`config.mk`:
```
export PLATFORM = sky130hd
export DESIGN_NAME = mem_arbiter
export DESIGN_NICKNAME = d
export VERILOG_FILES = /design/src/rtl/mem_arb_pkg.sv /design/src/rtl/mem_arb_pick.sv /design/src/rtl/mem_arbiter.sv
export SDC_FILE = /design/constraint.sdc
export NUM_CORES = 1
export LEC_CHECK = 0
export ABC_AREA = 1
export CORE_MARGIN = 1.5
export CORE_UTILIZATION = 33
export CTS_CLUSTER_SIZE = 28
export DETAILED_ROUTE_END_ITERATION = 6
export PLACE_DENSITY = 0.8
export SYNTH_ARGS = -nofsm -noshare
export SYNTH_HDL_FRONTEND = slang
export SYNTH_SLANG_ARGS = --single-unit
```
`constraint.sdc`:
```
create_clock -name clk -period 1.4 [get_ports clk]
set_input_delay 0.28 -clock clk [delete_from_list [all_inputs] [get_ports clk]]
set_output_delay 0.28 -clock clk [all_outputs]
set_load 0.1 [all_outputs]
```
`src/rtl/mem_arb_pkg.sv`:
```
// Shared types and constants for the two-port memory arbiter.
// Optional feature macro: MEM_ARB_ROUND_ROBIN_EN (evaluated in mem_arb_pick).
package mem_arb_pkg;

  // Width of the WAIT-state watchdog counter (holds values up to 63).
  localparam int WDOG_W = 6;

  // Arbiter FSM state encoding.
  typedef enum logic [1:0] {
    ST_IDLE  = 2'd0,
    ST_ISSUE = 2'd1,
    ST_WAIT  = 2'd2,
    ST_ERR   = 2'd3
  } arb_state_e;

  // Owner of the access in flight.
  typedef enum logic {
    OWN_I = 1'b0,
    OWN_D = 1'b1
  } owner_e;

endpackage

```
`src/rtl/mem_arb_pick.sv`:
```
// Combinational winner selection between the fetch and data ports.
// MEM_ARB_ROUND_ROBIN_EN defined  : two-way round robin using last_grant_i.
// MEM_ARB_ROUND_ROBIN_EN undefined: fixed priority, the data port wins ties.
module mem_arb_pick
  import mem_arb_pkg::*;
(
  input  logic   i_req_i,
  input  logic   d_req_i,
`ifdef MEM_ARB_ROUND_ROBIN_EN
  input  owner_e last_grant_i,
`endif
  output logic   grant_valid_o,
  output owner_e grant_owner_o
);

  // Pick a winner from the raw request bits.
  always_comb begin
    grant_valid_o = i_req_i | d_req_i;
    grant_owner_o = OWN_D;
    if (i_req_i && d_req_i) begin
`ifdef MEM_ARB_ROUND_ROBIN_EN
      grant_owner_o = (last_grant_i == OWN_D) ? OWN_I : OWN_D;
`else
      grant_owner_o = OWN_D;
`endif
    end else if (i_req_i) begin
      grant_owner_o = OWN_I;
    end else begin
      grant_owner_o = OWN_D;
    end
  end

endmodule

```
`src/rtl/mem_arbiter.sv`:
```
// Two-port arbiter sharing one memory system between instruction fetch and
// data load/store. IDLE samples requests, ISSUE pulses m_rd/m_wr for one cycle,
// WAIT holds address/data until m_done (or the watchdog expires), ERR is sticky.
// Optional feature macro: MEM_ARB_ROUND_ROBIN_EN (round-robin tie breaking).
module mem_arbiter
  import mem_arb_pkg::*;
#(
  parameter int ADDR_W   = 16,
  parameter int DATA_W   = 16,
  parameter int WDOG_MAX = 63
) (
  input  logic              clk,
  input  logic              rst,
  // instruction fetch port
  input  logic              i_rd,
  input  logic [ADDR_W-1:0] i_addr,
  output logic [DATA_W-1:0] i_data_out,
  output logic              i_done,
  output logic              i_stall,
  // data port
  input  logic              d_rd,
  input  logic              d_wr,
  input  logic [ADDR_W-1:0] d_addr,
  input  logic [DATA_W-1:0] d_data_in,
  output logic [DATA_W-1:0] d_data_out,
  output logic              d_done,
  output logic              d_stall,
  // memory system side
  output logic              m_rd,
  output logic              m_wr,
  output logic [ADDR_W-1:0] m_addr,
  output logic [DATA_W-1:0] m_data_in,
  input  logic [DATA_W-1:0] m_data_out,
  input  logic              m_done,
  input  logic              m_err,
  // sticky error
  output logic              err
);

  localparam logic [WDOG_W-1:0] WDOG_LIMIT = WDOG_W'(WDOG_MAX);
  localparam logic [WDOG_W-1:0] WDOG_ONE   = WDOG_W'(1);

  arb_state_e        state_q, state_d;
  owner_e            owner_q, owner_d;
  logic              req_wr_q, req_wr_d;
  logic [ADDR_W-1:0] req_addr_q, req_addr_d;
  logic [DATA_W-1:0] req_data_q, req_data_d;
  logic [WDOG_W-1:0] wdog_q, wdog_d;

  logic              d_req_s;
  logic              grant_valid_s;
  owner_e            grant_owner_s;
  logic              done_ok_s;

  assign d_req_s = d_rd | d_wr;

`ifdef MEM_ARB_ROUND_ROBIN_EN
  owner_e last_grant_q, last_grant_d;
`endif

  mem_arb_pick u_pick (
    .i_req_i       (i_rd),
    .d_req_i       (d_req_s),
`ifdef MEM_ARB_ROUND_ROBIN_EN
    .last_grant_i  (last_grant_q),
`endif
    .grant_valid_o (grant_valid_s),
    .grant_owner_o (grant_owner_s)
  );

  // State, latched request and watchdog registers.
  always_ff @(posedge clk or posedge rst) begin
    if (rst) begin
      state_q    <= ST_IDLE;
      owner_q    <= OWN_D;
      req_wr_q   <= 1'b0;
      req_addr_q <= {ADDR_W{1'b0}};
      req_data_q <= {DATA_W{1'b0}};
      wdog_q     <= {WDOG_W{1'b0}};
    end else begin
      state_q    <= state_d;
      owner_q    <= owner_d;
      req_wr_q   <= req_wr_d;
      req_addr_q <= req_addr_d;
      req_data_q <= req_data_d;
      wdog_q     <= wdog_d;
    end
  end

`ifdef MEM_ARB_ROUND_ROBIN_EN
  // Remember which port won the most recent grant.
  always_ff @(posedge clk or posedge rst) begin
    if (rst) begin
      last_grant_q <= OWN_D;
    end else begin
      last_grant_q <= last_grant_d;
    end
  end
`endif

  // Next-state logic: sample in IDLE, pulse in ISSUE, count in WAIT; m_err wins.
  always_comb begin
    state_d    = state_q;
    owner_d    = owner_q;
    req_wr_d   = req_wr_q;
    req_addr_d = req_addr_q;
    req_data_d = req_data_q;
    wdog_d     = wdog_q;
`ifdef MEM_ARB_ROUND_ROBIN_EN
    last_grant_d = last_grant_q;
`endif
    if (m_err) begin
      state_d = ST_ERR;
    end else begin
      case (state_q)
        ST_IDLE: begin
          if (d_rd && d_wr) begin
            state_d = ST_ERR;
          end else if (grant_valid_s) begin
            owner_d = grant_owner_s;
`ifdef MEM_ARB_ROUND_ROBIN_EN
            last_grant_d = grant_owner_s;
`endif
            if (grant_owner_s == OWN_D) begin
              req_wr_d   = d_wr;
              req_addr_d = d_addr;
              req_data_d = d_data_in;
            end else begin
              req_wr_d   = 1'b0;
              req_addr_d = i_addr;
              req_data_d = {DATA_W{1'b0}};
            end
            state_d = ST_ISSUE;
          end else begin
            state_d = ST_IDLE;
          end
        end
        ST_ISSUE: begin
          wdog_d  = {WDOG_W{1'b0}};
          state_d = ST_WAIT;
        end
        ST_WAIT: begin
          if (m_done) begin
            state_d = ST_IDLE;
          end else begin
            wdog_d = wdog_q + WDOG_ONE;
            if (wdog_d == WDOG_LIMIT) begin
              state_d = ST_ERR;
            end else begin
              state_d = ST_WAIT;
            end
          end
        end
        ST_ERR: begin
          state_d = ST_ERR;
        end
        default: begin
          state_d = ST_ERR;
        end
      endcase
    end
  end

  // A completion is forwarded only in WAIT and only when no error accompanies it.
  assign done_ok_s = (state_q == ST_WAIT) && m_done && !m_err;

  assign i_done     = done_ok_s && (owner_q == OWN_I);
  assign d_done     = done_ok_s && (owner_q == OWN_D);
  assign i_data_out = i_done ? m_data_out : {DATA_W{1'b0}};
  assign d_data_out = d_done ? m_data_out : {DATA_W{1'b0}};
  assign i_stall    = i_rd & ~i_done;
  assign d_stall    = d_req_s & ~d_done;

  assign m_rd      = (state_q == ST_ISSUE) && !req_wr_q;
  assign m_wr      = (state_q == ST_ISSUE) &&  req_wr_q;
  assign m_addr    = req_addr_q;
  assign m_data_in = req_data_q;
  assign err       = (state_q == ST_ERR);

endmodule
```
[Word-level counts from Yosys, hierarchy flattened]
Cells that the tools add are included.
Word-level totals
  logic and storage cells: 50
  input port bits: 71
  bits in registers: 42
  output and inout bits: 71
Operators by class
  add/subtract/negate cells: 1
  equality and inequality tests: 5
  mux-type cells: 15
  reduce and logical (&&, ||, !) cells: 14
  bitwise gates (word level): 9
Operator list (number)
  16-bit two-way mux: 4
  6-bit case mux with 2 select lines: 1
  1-bit logical AND: 8
  2-bit case mux with 4 select lines: 1
  6-bit by 1-bit adder with 6-bit output, second input constant: 1
  6-bit == test, second input constant: 1
  2-bit two-way mux: 3
  6-bit two-way mux: 1
  1-bit two-way mux: 5
  1-bit NOT: 5
  2-bit == test, second input constant: 2
  4-bit AND reduction: 1
  3-bit AND reduction: 1
  1-bit bitwise AND: 2
  2-bit by 1-bit == test with 1-bit output, second input constant: 1
  1-bit logical NOT: 2
  2-bit logical NOT: 1
  2-bit inequality test, second input constant: 1
  1-bit OR: 2
  2-bit nonzero test: 1

[Logic depth before layout (Yosys ltp)]
  depth after elaboration: 6
  mapped depth: 8
  mapped depth without buffers: 7

[Modules after synthesis]
From an unflattened synthesis, not the netlist that was laid out.
Second synthesis, totals
  cells, all modules: 289
  area total of the unflattened synthesis: 2253.4 um^2
By module, submodules not included
  mem_arbiter: sequential area each 1052.3 um^2, cells an instance 285, area each 2238.4 um^2, instances 1
  mem_arb_pick: sequential area each 0.0 um^2, cells an instance 4, area each 15.0 um^2, instances 1

[Worst setup path before layout]
No wires, ideal clock.
  path kind: flip-flop to output port
  start point: register state_q[0]
  end point: output d_data_out[10]
  buffers on the path: 1
  slack: -1205 ps
  data required time: 1120 ps
  cell stages (with the launch flop): 7
  arrival: 2325 ps
  cell sequence: dfrtp_1 -> inv_1 -> nand2_1 -> nor3_2 -> nand2_2 -> buf_2 -> nor2_1
On the way
  word-level cells in the longest chain between the ends: 5
Ends and longest elaborated chain
  start: declaration: RTL line mem_arbiter.sv:43  | arb_state_e state_q, state_d;
  start signal: assignment: RTL line mem_arbiter.sv:81  | state_q <= state_d;
  2-bit == test: RTL line mem_arbiter.sv:165  | assign done_ok_s = (state_q == ST_WAIT) && m_done && !m_err;
  1-bit logical AND (2 in series): RTL line mem_arbiter.sv:165
  1-bit logical AND: RTL line mem_arbiter.sv:168  | assign d_done = done_ok_s && (owner_q == OWN_D);
  16-bit two-way mux: RTL line mem_arbiter.sv:170  | assign d_data_out = d_done ? m_data_out : {DATA_W{1'b0}};
  end: declaration: RTL line mem_arbiter.sv:25  | output logic [DATA_W-1:0] d_data_out,
No other way between the ends.

[Final worst setup path]
  start point: input m_done
  end point: output i_data_out[8]
On the way
  word-level cells in the longest chain between the ends: 4
Ends and longest elaborated chain
  start: declaration: RTL line mem_arbiter.sv:34  | input logic m_done,
  1-bit logical AND (2 in series): RTL line mem_arbiter.sv:165
  1-bit logical AND: RTL line mem_arbiter.sv:167  | assign i_done = done_ok_s && (owner_q == OWN_I);
  16-bit two-way mux: RTL line mem_arbiter.sv:169  | assign i_data_out = i_done ? m_data_out : {DATA_W{1'b0}};
  end: declaration: RTL line mem_arbiter.sv:17  | output logic [DATA_W-1:0] i_data_out,
No other way between the ends.

==> qor.csv <==
metric,value,unit
worst relative slew slack,73.4,%
via-per-instance ratio,4.77,
Yosys warnings,0,
status,"finished, violations left",
average instance area after synthesis,6.93,µm²
final hold viol count,0,
CTS tree,built,
gr ovfl total,0,
Period minus WS final,1.99,ns
starting density of the core,33.9,%
share of cells above drive strength 1,36.8,%
Synth Cell Area,0.00228,mm²
register area share after synthesis,46.2,%
Yosys top cell by area,dfrtp_1,
Unique masters post-synth,26,
DR vias,2842,
ANT cells,0,
main area contributors after synthesis,"dfrtp_1 (45%), nand2_1 (25%), nor2_1 (6.9%)",
number of CTS-inserted buffers,5,
Post-CTS Hold Buffers,0,
first-pass GRT wire length,14400,µm
routed wire length,9000,µm
Placeable Area,0.00672,mm²
failing checks,negative setup slack,
CTS HTree Levels,2,
ANT nets after route,0,
most instantiated cells after synthesis,"nand2_1 (154), nor2_1 (42), dfrtp_1 (41)",
Setup TNS Final,-33.38,ns
worst-path maximum fanout,5,
final setup vio count,80,
fin worst setup slack,-0.586,ns
PD cells,619,mW/mm²
top-count cell post-synth,nand2_1,
Residual DRC,0,
top-area cell type share of the netlist area,45.0,%
synthesized flop and latch total,42,
Worst Path Arrival,1.71,ns
class of the most critical setup path,in -> out,
number of synthesized flops with an enable pin,0,
fin. max-slew vios,0,
Layout area overhead,141,%
post-DP HPWL,6200,µm
Worst-Skew Late Latency,0.29,ns
peak supply drop,0.000523,V
Leakage Power,2.60,nW
critical path required time,1.12,ns
Min-Delay Path Class,in -> async,
I/O pin cnt,142,
Critical Path End Type,primary output,
clk_skew,0.00438,ns
Root Driver,clkbuf_8,
clock buffer depth,2,
largest net degree at the start of global routing,43,
gpl congestion,0.767,
antenna violations before repair,0,
Worst-Margin Slew,0.397,ns
"FFs w/ async S/R, synth",100,%
DRT iter0 DRCs,105,
Max-Cap Viols,0,
unrepaired setup endpoints after global routing,true,
Die H,86.1,µm
Final Cycle Share,142,%
Hold Slack,0.329,ns
total iterations of the first detailed-routing run,4,
FMAX,504,MHz
Worst-path clk slew,0.08,ns
clk sink count,42,
# nets final,588,
vias in the first global route,3018,
Avg WL per Cell,15.1,µm
top_reg_cell synth,dfrtp_1,
syn_nets,402,
num rows,30,
GRT Overall Usage,25.1,%
Die W,86.1,µm
Startpoint Class,input port,
port bufs,141,
DP Worst Slack,-0.600,ns
Gate Count Post-Synth,329,
Die ar.,0.00742,mm²
==> cells in the final DEF, fill, tap and decap left out, drive strengths merged <==
cell           synthesis  routed
a21oi                  1       1
buf                   10     119
clkbuf                 2       6
clkdlybuf4s50          0      69
clkinv                 0       3
clkinvlp               0       3
dfrtp                 41      41
dfstp                  1       1
dlygate4sd2            0       1
ha                     2       2
inv                   36      34
nand2                156     156
nand3                 21      21
nand4                  3       3
nor2                  44      44
nor3                   2       2
o21ai                  6       6
o21bai                 1       1
o22ai                  2       2
xnor2                  1       1
==> sequential cells by signal, indices dropped and copies added, names as in the netlist <==
name       cells
m_data_in     16
m_addr        16
req_wr_q       1
state_q        2
wdog_q         6
owner_q        1
==> final timing paths <==
| path | start | end | slack, ns | cells after the start |
|---|---|---|---|---|
| worst max register to register | state_q[1]$_DFF_PP0_ | m_data_in[9]$_DFFE_PP0P_ | -0.39 | 12 |
| max in group asynchronous | rst | owner_q$_DFFE_PP1P_ | 0.79 | 3 |
| worst min-delay path | rst | m_data_in[0]$_DFFE_PP0P_ | 0.33 | 3 |
| min in group clk | d_data_in[5] | m_data_in[5]$_DFFE_PP0P_ | 0.52 | 3 |
| worst max-delay path | m_done | i_data_out[8] | -0.59 | 8 |
| worst min register to register | m_data_in[3]$_DFFE_PP0P_ | m_data_in[3]$_DFFE_PP0P_ | 0.53 | 2 |
==> critical path, stage by stage <==
cell	delay, ns
clkdlybuf4s50_1	0.48
inv_2	0.05
nor3_4	0.20
buf_6	0.15
nand2_8	0.08
buf_12	0.16
nor2_4	0.11
buf_12	0.18
==> power breakdown <==
part | total, mW | internal, mW | switching (mW)
combinational | 1.20 | 0.491 | 0.706
sequential | 1.39 | 1.29 | 0.0927
clock | 0.821 | 0.396 | 0.424
==> cell families after synthesis <==
family,after synthesis,synth area share [%]
AND/OR/NAND/NOR,226,40.2
adder cells (fa/ha/maj),2,1.10
flip-flops,42,46.2
buffers and inverters,48,9.11
XOR/XNOR,1,0.384
AO/OA/AOI/OAI,10,3.07
==> per-layer routing <==
layer  part of all wire, %  wire [µm]  global-route usage (%)
met3                   7.6        686                    7.22
met2                    54       4880                    48.3
met5                     0          0                       0
met4                   2.9        264                    10.3
met1                    35       3170                    25.0
==> stage by stage <==
step | area [µm²] | power [mW] | utilization [%] | cells
6_report | 5500 | 3.40 | 81.9 | 596
5_1_grt | 5500 | 3.55 | 81.9 | 596
4_1_cts | 5400 | 3.42 | 80.3 | 589
3_5_place_dp | 4970 | 2.59 | 74.0 | 564
3_3_place_gp | 4970 | 2.57 | 74.0 | 564
2_1_floorplan | 2590 | 2.01 | - | 329
==> cell type report <==
cell class	count	area, µm²
sequential	42	1050
clock buffer	6	82.6
clock inverter	2	12.5
multi-input combinational	239	1360
timing repair buffer	189	2720
inverter	36	158
fill	398	1210
timing repair inverter	2	20.0
tap	80	100
==> what timing repair did <==
action | CTS | global route
buffers inserted | 11 | 6
pin swaps | 11 | 6
gates cloned | 6 | 1
setup endpoints to repair | 72 | 79
resized for setup | 26 | 19
Power figures use the tool's default switching activity.
